--- src/rtl/sb_tx_scheduler.sv ---
// Sideband TX scheduler: round-robin arbitration of N_REQ message sources
// onto the single SB TX valid/ack port, gated by a credit count that mirrors
// the SB TX buffer depth.
//
// Handshake: sb_valid_o rises with sb_data_o one cycle after a grant, and both
// stay stable until the cycle in which sb_ack_i is sampled high in SEND. The
// requester's req_ack_o pulses for one cycle after that. A turnaround cycle
// with sb_valid_o low always follows. req_valid_i must be held until
// req_ack_o. sb_ack_i is ignored outside SEND.
module sb_tx_scheduler #(
  parameter int N_REQ       = 4,
  parameter int CREDITS     = 4,
  parameter int ACK_TIMEOUT = 255
) (
  input  logic                           clk_800MHz,
  input  logic                           reset,
  input  logic                           enable_i,
  input  logic [N_REQ-1:0]               req_valid_i,
  input  logic [64*N_REQ-1:0]            req_data_i,
  output logic [N_REQ-1:0]               req_ack_o,
  output logic                           sb_valid_o,
  output logic [63:0]                    sb_data_o,
  input  logic                           sb_ack_i,
  output logic                           sb_enable_o,
  input  logic                           credit_return_i,
  output logic                           busy_o,
  output logic [$clog2(CREDITS+1)-1:0]   credits_o,
  output logic                           timeout_err_o,
  output logic                           credit_err_o,
  output logic [1:0]                     dbg_state_o
);

  localparam int PTR_W = (N_REQ > 1) ? $clog2(N_REQ) : 1;
  localparam int SUM_W = PTR_W + 1;
  localparam int CNT_W = $clog2(CREDITS + 1);
  localparam logic [CNT_W-1:0] CREDITS_MAX = CNT_W'(CREDITS);
  // Last SEND cycle index before giving up on the ack.
  localparam logic [7:0] WAIT_LAST = 8'(ACK_TIMEOUT - 1);

  typedef enum logic [1:0] {
    ST_IDLE = 2'd0,
    ST_SEND = 2'd1,
    ST_GAP  = 2'd2
  } state_t;

  state_t             r_state;
  logic [PTR_W-1:0]   r_rr_ptr;
  logic [PTR_W-1:0]   r_winner;
  logic [7:0]         r_wait;
  logic               r_sb_valid;
  logic [63:0]        r_sb_data;
  logic [N_REQ-1:0]   r_req_ack;
  logic               r_sb_enable;
  logic               r_busy;
  logic [CNT_W-1:0]   r_credits;
  logic               r_timeout_err;
  logic               r_credit_err;

  logic               w_found;
  logic [PTR_W-1:0]   w_grant_idx;
  logic [SUM_W-1:0]   w_sum;
  logic [63:0]        w_grant_data;
  logic               w_grant;
  logic               w_ack_take;
  logic [PTR_W-1:0]   w_next_ptr;

  // Round-robin search: first pending requester at or after r_rr_ptr.
  always_comb begin
    w_found     = 1'b0;
    w_grant_idx = '0;
    w_sum       = '0;
    for (int i = 0; i < N_REQ; i++) begin
      w_sum = {1'b0, r_rr_ptr} + SUM_W'(i);
      if (w_sum >= SUM_W'(N_REQ)) begin
        w_sum = w_sum - SUM_W'(N_REQ);
      end
      if (!w_found && req_valid_i[PTR_W'(w_sum)]) begin
        w_found     = 1'b1;
        w_grant_idx = PTR_W'(w_sum);
      end
    end
  end

  assign w_grant_data = req_data_i[int'(w_grant_idx) * 64 +: 64];
  assign w_grant      = enable_i && (r_credits != '0) && w_found;
  assign w_ack_take   = (r_state == ST_SEND) && sb_ack_i;
  assign w_next_ptr   = (r_winner == PTR_W'(N_REQ - 1)) ? '0 : r_winner + PTR_W'(1);

  // Main FSM: grant in IDLE, hold the message in SEND, one turnaround in GAP.
  always_ff @(posedge clk_800MHz) begin
    if (!reset) begin
      r_state       <= ST_IDLE;
      r_rr_ptr      <= '0;
      r_winner      <= '0;
      r_wait        <= '0;
      r_sb_valid    <= 1'b0;
      r_sb_data     <= '0;
      r_req_ack     <= '0;
      r_busy        <= 1'b0;
      r_timeout_err <= 1'b0;
    end else begin
      r_req_ack <= '0;
      case (r_state)
        ST_IDLE: begin
          if (w_grant) begin
            r_winner   <= w_grant_idx;
            r_sb_data  <= w_grant_data;
            r_sb_valid <= 1'b1;
            r_wait     <= '0;
            r_busy     <= 1'b1;
            r_state    <= ST_SEND;
          end
        end
        ST_SEND: begin
          if (sb_ack_i) begin
            r_sb_valid           <= 1'b0;
            r_req_ack[r_winner]  <= 1'b1;
            r_rr_ptr             <= w_next_ptr;
            r_state              <= ST_GAP;
          end else if (r_wait == WAIT_LAST) begin
            // Abandon the message; the requester stays pending and is
            // re-arbitrated after the others get a turn.
            r_sb_valid    <= 1'b0;
            r_timeout_err <= 1'b1;
            r_rr_ptr      <= w_next_ptr;
            r_state       <= ST_GAP;
          end else begin
            r_wait <= r_wait + 8'd1;
          end
        end
        ST_GAP: begin
          r_busy  <= 1'b0;
          r_state <= ST_IDLE;
        end
        default: begin
          r_sb_valid <= 1'b0;
          r_busy     <= 1'b0;
          r_state    <= ST_IDLE;
        end
      endcase
    end
  end

  // Credit counter: acked messages consume, serializer returns refill.
  always_ff @(posedge clk_800MHz) begin
    if (!reset) begin
      r_credits    <= CREDITS_MAX;
      r_credit_err <= 1'b0;
    end else if (credit_return_i && !w_ack_take) begin
      if (r_credits == CREDITS_MAX) begin
        r_credit_err <= 1'b1;
      end else begin
        r_credits <= r_credits + CNT_W'(1);
      end
    end else if (w_ack_take && !credit_return_i) begin
      if (r_credits != '0) begin
        r_credits <= r_credits - CNT_W'(1);
      end
    end
  end

  // SB TX buffer write enable follows enable_i by one cycle.
  always_ff @(posedge clk_800MHz) begin
    if (!reset) begin
      r_sb_enable <= 1'b0;
    end else begin
      r_sb_enable <= enable_i;
    end
  end

  assign req_ack_o     = r_req_ack;
  assign sb_valid_o    = r_sb_valid;
  assign sb_data_o     = r_sb_data;
  assign sb_enable_o   = r_sb_enable;
  assign busy_o        = r_busy;
  assign credits_o     = r_credits;
  assign timeout_err_o = r_timeout_err;
  assign credit_err_o  = r_credit_err;
  assign dbg_state_o   = r_state;

endmodule

--- config.mk ---
export PLATFORM = sky130hd
export DESIGN_NAME = sb_tx_scheduler
export DESIGN_NICKNAME = d
export VERILOG_FILES = /design/src/rtl/sb_tx_scheduler.sv
export SDC_FILE = /design/constraint.sdc
export NUM_CORES = 1
export LEC_CHECK = 0
export ABC_CLOCK_PERIOD_IN_PS = 2100
export CAP_MARGIN = 20
export CORE_AREA = 2 2 134 136
export DETAILED_ROUTE_END_ITERATION = 7
export DIE_AREA = 0 0 136 138
export DONT_BUFFER_PORTS = 1
export MAX_ROUTING_LAYER = met4
export SYNTH_ARGS = -nofsm -noshare
export SYNTH_HDL_FRONTEND = slang
export SYNTH_SLANG_ARGS = --single-unit
export TNS_END_PERCENT = 20
--- constraint.sdc ---
create_clock -name clk_800MHz -period 2.1 [get_ports clk_800MHz]
set_input_delay 0.63 -clock clk_800MHz [delete_from_list [all_inputs] [get_ports clk_800MHz]]
set_output_delay 0.63 -clock clk_800MHz [all_outputs]
set_load 0.005 [all_outputs]
==> impl_metrics.csv <==
group,metric,value,unit
cells_and_area,fillCellCount,1817,
worst_setup_path,crit_chain,"buf_4 > and2_1 > and2_2 > nor3_4 > buf_12 > buf_4 > mux2i_1 > o211ai_1",
timing,hold_viol,0,
worst_setup_path,r2r_cells,8,
worst_setup_path,cp-end-kind,"flip-flop",
clocking,hold_buffers,0,
synthesis,yosysSeqAreaShare,0.3156,
clocking,ctsHtreeMaxLevel,3,
die,die_area,0.01877,mm²
detailed_routing,drt-pass1-iter-count,4,
power_and_ir_drop,sw_frac_of_total,0.3049,
cells_and_area,syn2layout_area_growth,14.49,%
synthesis,yosysWarnings,0,
clocking,cts_setup_buffers,0,
global_route,first_global_vias,4973,
detailed_routing,wl_met2,8853,µm
timing,timing.fmax,504.3,MHz
clocking,worstSkewPairLatency,350,ps
power_and_ir_drop,peakVddDrop,0.4003,mV
clocking,cts_tree,"done",
worst_setup_path,cpMostUsedCell,"buf_4",
detailed_routing,ant_nets,0,
global_route,grt_overflow,0,
timing,tightest_slew,431.6,ps
global_route,antenna_found_initial,0,
detailed_routing,route.met3.wl,1334,µm
global_route,grt_max_degree,75,
power_and_ir_drop,p_leak,2.444,nW
timing,holdWs,356.2,ps
worst_hold_path,hold_start,"reset",
worst_setup_path,cp_max_fo,8,
detailed_routing,drt-wirelength-per-cell,20.16,µm
synthesis,postSynthCellCount,697,
worst_setup_path,cp_data_required_time,2330,ps
run,cap_viol_max_count,0,
synthesis,netlist_area,0.005709,mm²
worst_setup_path,rrSetupSlack,120,ps
die,rows,49,
worst_setup_path,cp-start-kind,"flip-flop",
placement,numPortBuffers,0,
die,die_y,138,µm
detailed_routing,routed_wl,18460,µm
timing,setup_slack,117.2,ps
cells_and_area,multi_input_area,0.003595,mm²
cells_and_area,drive_gt1_frac,0.1164,
status,status,"finished clean",
detailed_routing,drc_errors,0,
timing,drv_slew,0,
timing,clock_skew,11.77,ps
clocking,cts.sinks,90,
worst_setup_path,reg2reg_from,"r_rr_ptr[1]",
clocking,path_clk_slew,80,ps
worst_setup_path,path_class,"flip-flop to flip-flop",
die,start_util,0.3256,
die,die_w,136,µm
global_route,track_usage,0.1927,
global_route,grt_pass1_wl,27540,µm
clocking,cts_resized,0,
worst_setup_path,path_buf_inv,3,
worst_hold_path,whs_path_depth,1,
detailed_routing,top_layer_used,"met4",
power_and_ir_drop,p_switching,1.519,mW
placement,dp_hpwl,13780,µm
synthesis,yosys_register_bits,90,
power_and_ir_drop,cellPowerDensity,762.4,mW/mm²
worst_setup_path,path_delay_family,"simple AND/OR/NAND/NOR gates",
cells_and_area,ff_latch_area,0.001803,mm²
timing,slew_headroom,0.7116,
timing,rsz0062_at_grt,"false",
detailed_routing,drtIter0Drc,314,
timing,finalCritPeriodShare,0.9442,
worst_setup_path,cpPeakStageDelay,340,ps
worst_setup_path,crit_slowest_cell,"dfxtp_1",
power_and_ir_drop,clock_power_share,0.370,
power_and_ir_drop,p_int,3.464,mW
clocking,cts_buffers,9,
power_and_ir_drop,power_frac_comb,0.213,
clocking,cts_root_buf,"clkbuf_16",
cells_and_area,diodes,0,
die,pin_count,343,
detailed_routing,vias,5187,
die,fp.coreArea,0.01753,mm²
worst_hold_path,holdPathEnd,"credits_o[2]",
timing,finalCriticalPeriod,1983,ps
synthesis,ys_types,49,
placement,gp_routability_congestion,0.8090,
worst_setup_path,crit_arrival,2210,ps
power_and_ir_drop,seqPwrFrac,0.418,
clocking,cts_buffer_depth,2,
detailed_routing,viasPerCell,5.663,
synthesis,syn_nets,970,
timing,setup_viol,0,
cells_and_area,final_nets,955,
worst_hold_path,holdCritPathClass,"input pin to flip-flop",
placement,dp_slack,-101.8,ps
worst_setup_path,regToRegEndpoint,"sb_data_o[59]",
synthesis,synth.avg_cell_area,8.191,µm²
detailed_routing,wl_met1,7786,µm
power_and_ir_drop,p_total,4.983,mW
metal layers:
| metal | GRT usage | up-vias |
|---|---|---|
| met1 | 0.2309 | 2431 |
| met4 | 0.06798 | 0 |
| li1 | - | 2504 |
| met5 | - | - |
| met2 | 0.3137 | 220 |
| met3 | 0.04657 | 32 |
worst register-to-register path, stage by stage, from the launching register on:
cell      delay (ps)
dfxtp_1          340
buf_4            160
and2_1           160
and2_2           230
nor3_4           180
buf_12           170
buf_4            200
mux2i_1          300
o211ai_1         110
worst max path at each step:
stage	end	from	cells after the start
after CTS	sb_data_o[38]	r_rr_ptr[1]	7
after detailed placement	sb_data_o[38]	req_valid_i[2]	7
after global routing	sb_data_o[38]	r_rr_ptr[1]	8
after floorplan	sb_data_o[0]	req_valid_i[0]	6
after global placement	sb_data_o[38]	req_valid_i[2]	7
final	sb_data_o[59]	r_rr_ptr[1]	8
sequential cells by signal, summed over array words and instances (netlist names):
register,flops
credits_o,3
busy_o,1
sb_enable_o,1
credit_err_o,1
r_winner,2
sb_data_o,64
sb_valid_o,1
timeout_err_o,1
r_wait,8
dbg_state_o,2
r_rr_ptr,2
req_ack_o,4
layout by cell type, fill, tap and decap left out, types with 2 or more instances in the layout:
cell       instances
ha_1               7
dfxtp_1           89
or2_2              2
nand2_1          110
nand3_1            5
o21ai_0           63
o21ai_1            4
and2_2             2
o211ai_2           9
nand4_1            2
inv_6              3
mux2i_2            2
nor3_4             2
inv_1              9
a21boi_1           2
nand2b_1           4
and3_1            25
a211oi_1           2
bufinv_16          2
xnor2_1            9
mux2i_1           67
buf_4             22
a21oi_1            6
nor2b_1            9
and4_1             4
clkbuf_16          9
o211ai_1          57
nor2_1            10
nor3_1            39
o31a_1            42
a21boi_0          23
and2_1             8
buf_12            16
synth_stat cells, drive strengths merged:
master | instances | share of area
and2 | 10 | 0.011
and4 | 4 | 0.0061
nand2b | 4 | 0.0044
or2 | 3 | 0.0037
dfxtp | 90 | 0.32
and2b | 1 | 0.0013
a211oi | 2 | 0.0026
fa | 1 | 0.0035
o21ba | 1 | 0.0018
buf | 24 | 0.029
or4 | 1 | 0.0013
nor4 | 2 | 0.0033
ha | 7 | 0.015
a21oi | 6 | 0.0053
a2111oi | 1 | 0.0018
mux2i | 69 | 0.12
nand3 | 5 | 0.0044
o21bai | 1 | 0.0013
nor3 | 41 | 0.038
xnor2 | 9 | 0.014
nor2b | 9 | 0.0099
inv | 9 | 0.0059
nand2 | 110 | 0.072
nor3b | 1 | 0.0022
o21ai | 67 | 0.059
o211ai | 66 | 0.095
o211a | 1 | 0.0018
nor2 | 12 | 0.0096
a21boi | 25 | 0.033
or3 | 1 | 0.0011
a32oi | 1 | 0.0015
nand3b | 1 | 0.0013
o21a | 2 | 0.0026
a31oi | 1 | 0.0011
clkbuf | 40 | 0.026
o31a | 42 | 0.064
and3 | 25 | 0.027
nand4 | 2 | 0.0022
logic make-up after synthesis:
kind of cell,after synthesis,synth area share
buf+inv,73,0.06114
fa+ha+maj,8,0.01885
compound gates,216,0.2704
flops,90,0.3156
simple gates,232,0.1992
mux,69,0.1210
xor+xnor,9,0.01381
metrics by stage:
| step | instance area, µm² | setup TNS [ps] | utilization | instances |
|---|---|---|---|---|
| after global routing | 6536 | 0 | 0.3728 | 916 |
| after CTS | 6528 | 0 | 0.3723 | 916 |
| after detailed placement | 6195 | -409.9 | 0.3533 | 900 |
| after floorplan | 5709 | 0 | - | 697 |
| final | 6536 | 0 | 0.3728 | 916 |
| after global placement | 6195 | -251.3 | 0.3533 | 900 |
power groups by stage:
stage | sequential, mW | clock (mW) | combinational (mW)
floorplan | 2.06 | 0 | 0.764
global placement | 2.12 | 0 | 1.06
detailed placement | 2.12 | 0 | 1.07
CTS | 2.08 | 1.90 | 1.07
global route | 2.10 | 1.98 | 1.17
finish | 2.08 | 1.84 | 1.06
final cells by class:
cell class / count / share of cell area
Clock inverter: 7 / 0.01646
Sequential cell: 90 / 0.2758
Tap cell: 229 / 0.04384
Timing Repair Buffer: 38 / 0.07427
Clock buffer: 9 / 0.03446
Inverter: 9 / 0.005168
Multi-Input combinational cell: 534 / 0.5500
No activity file was read; power rests on OpenSTA's default activity.
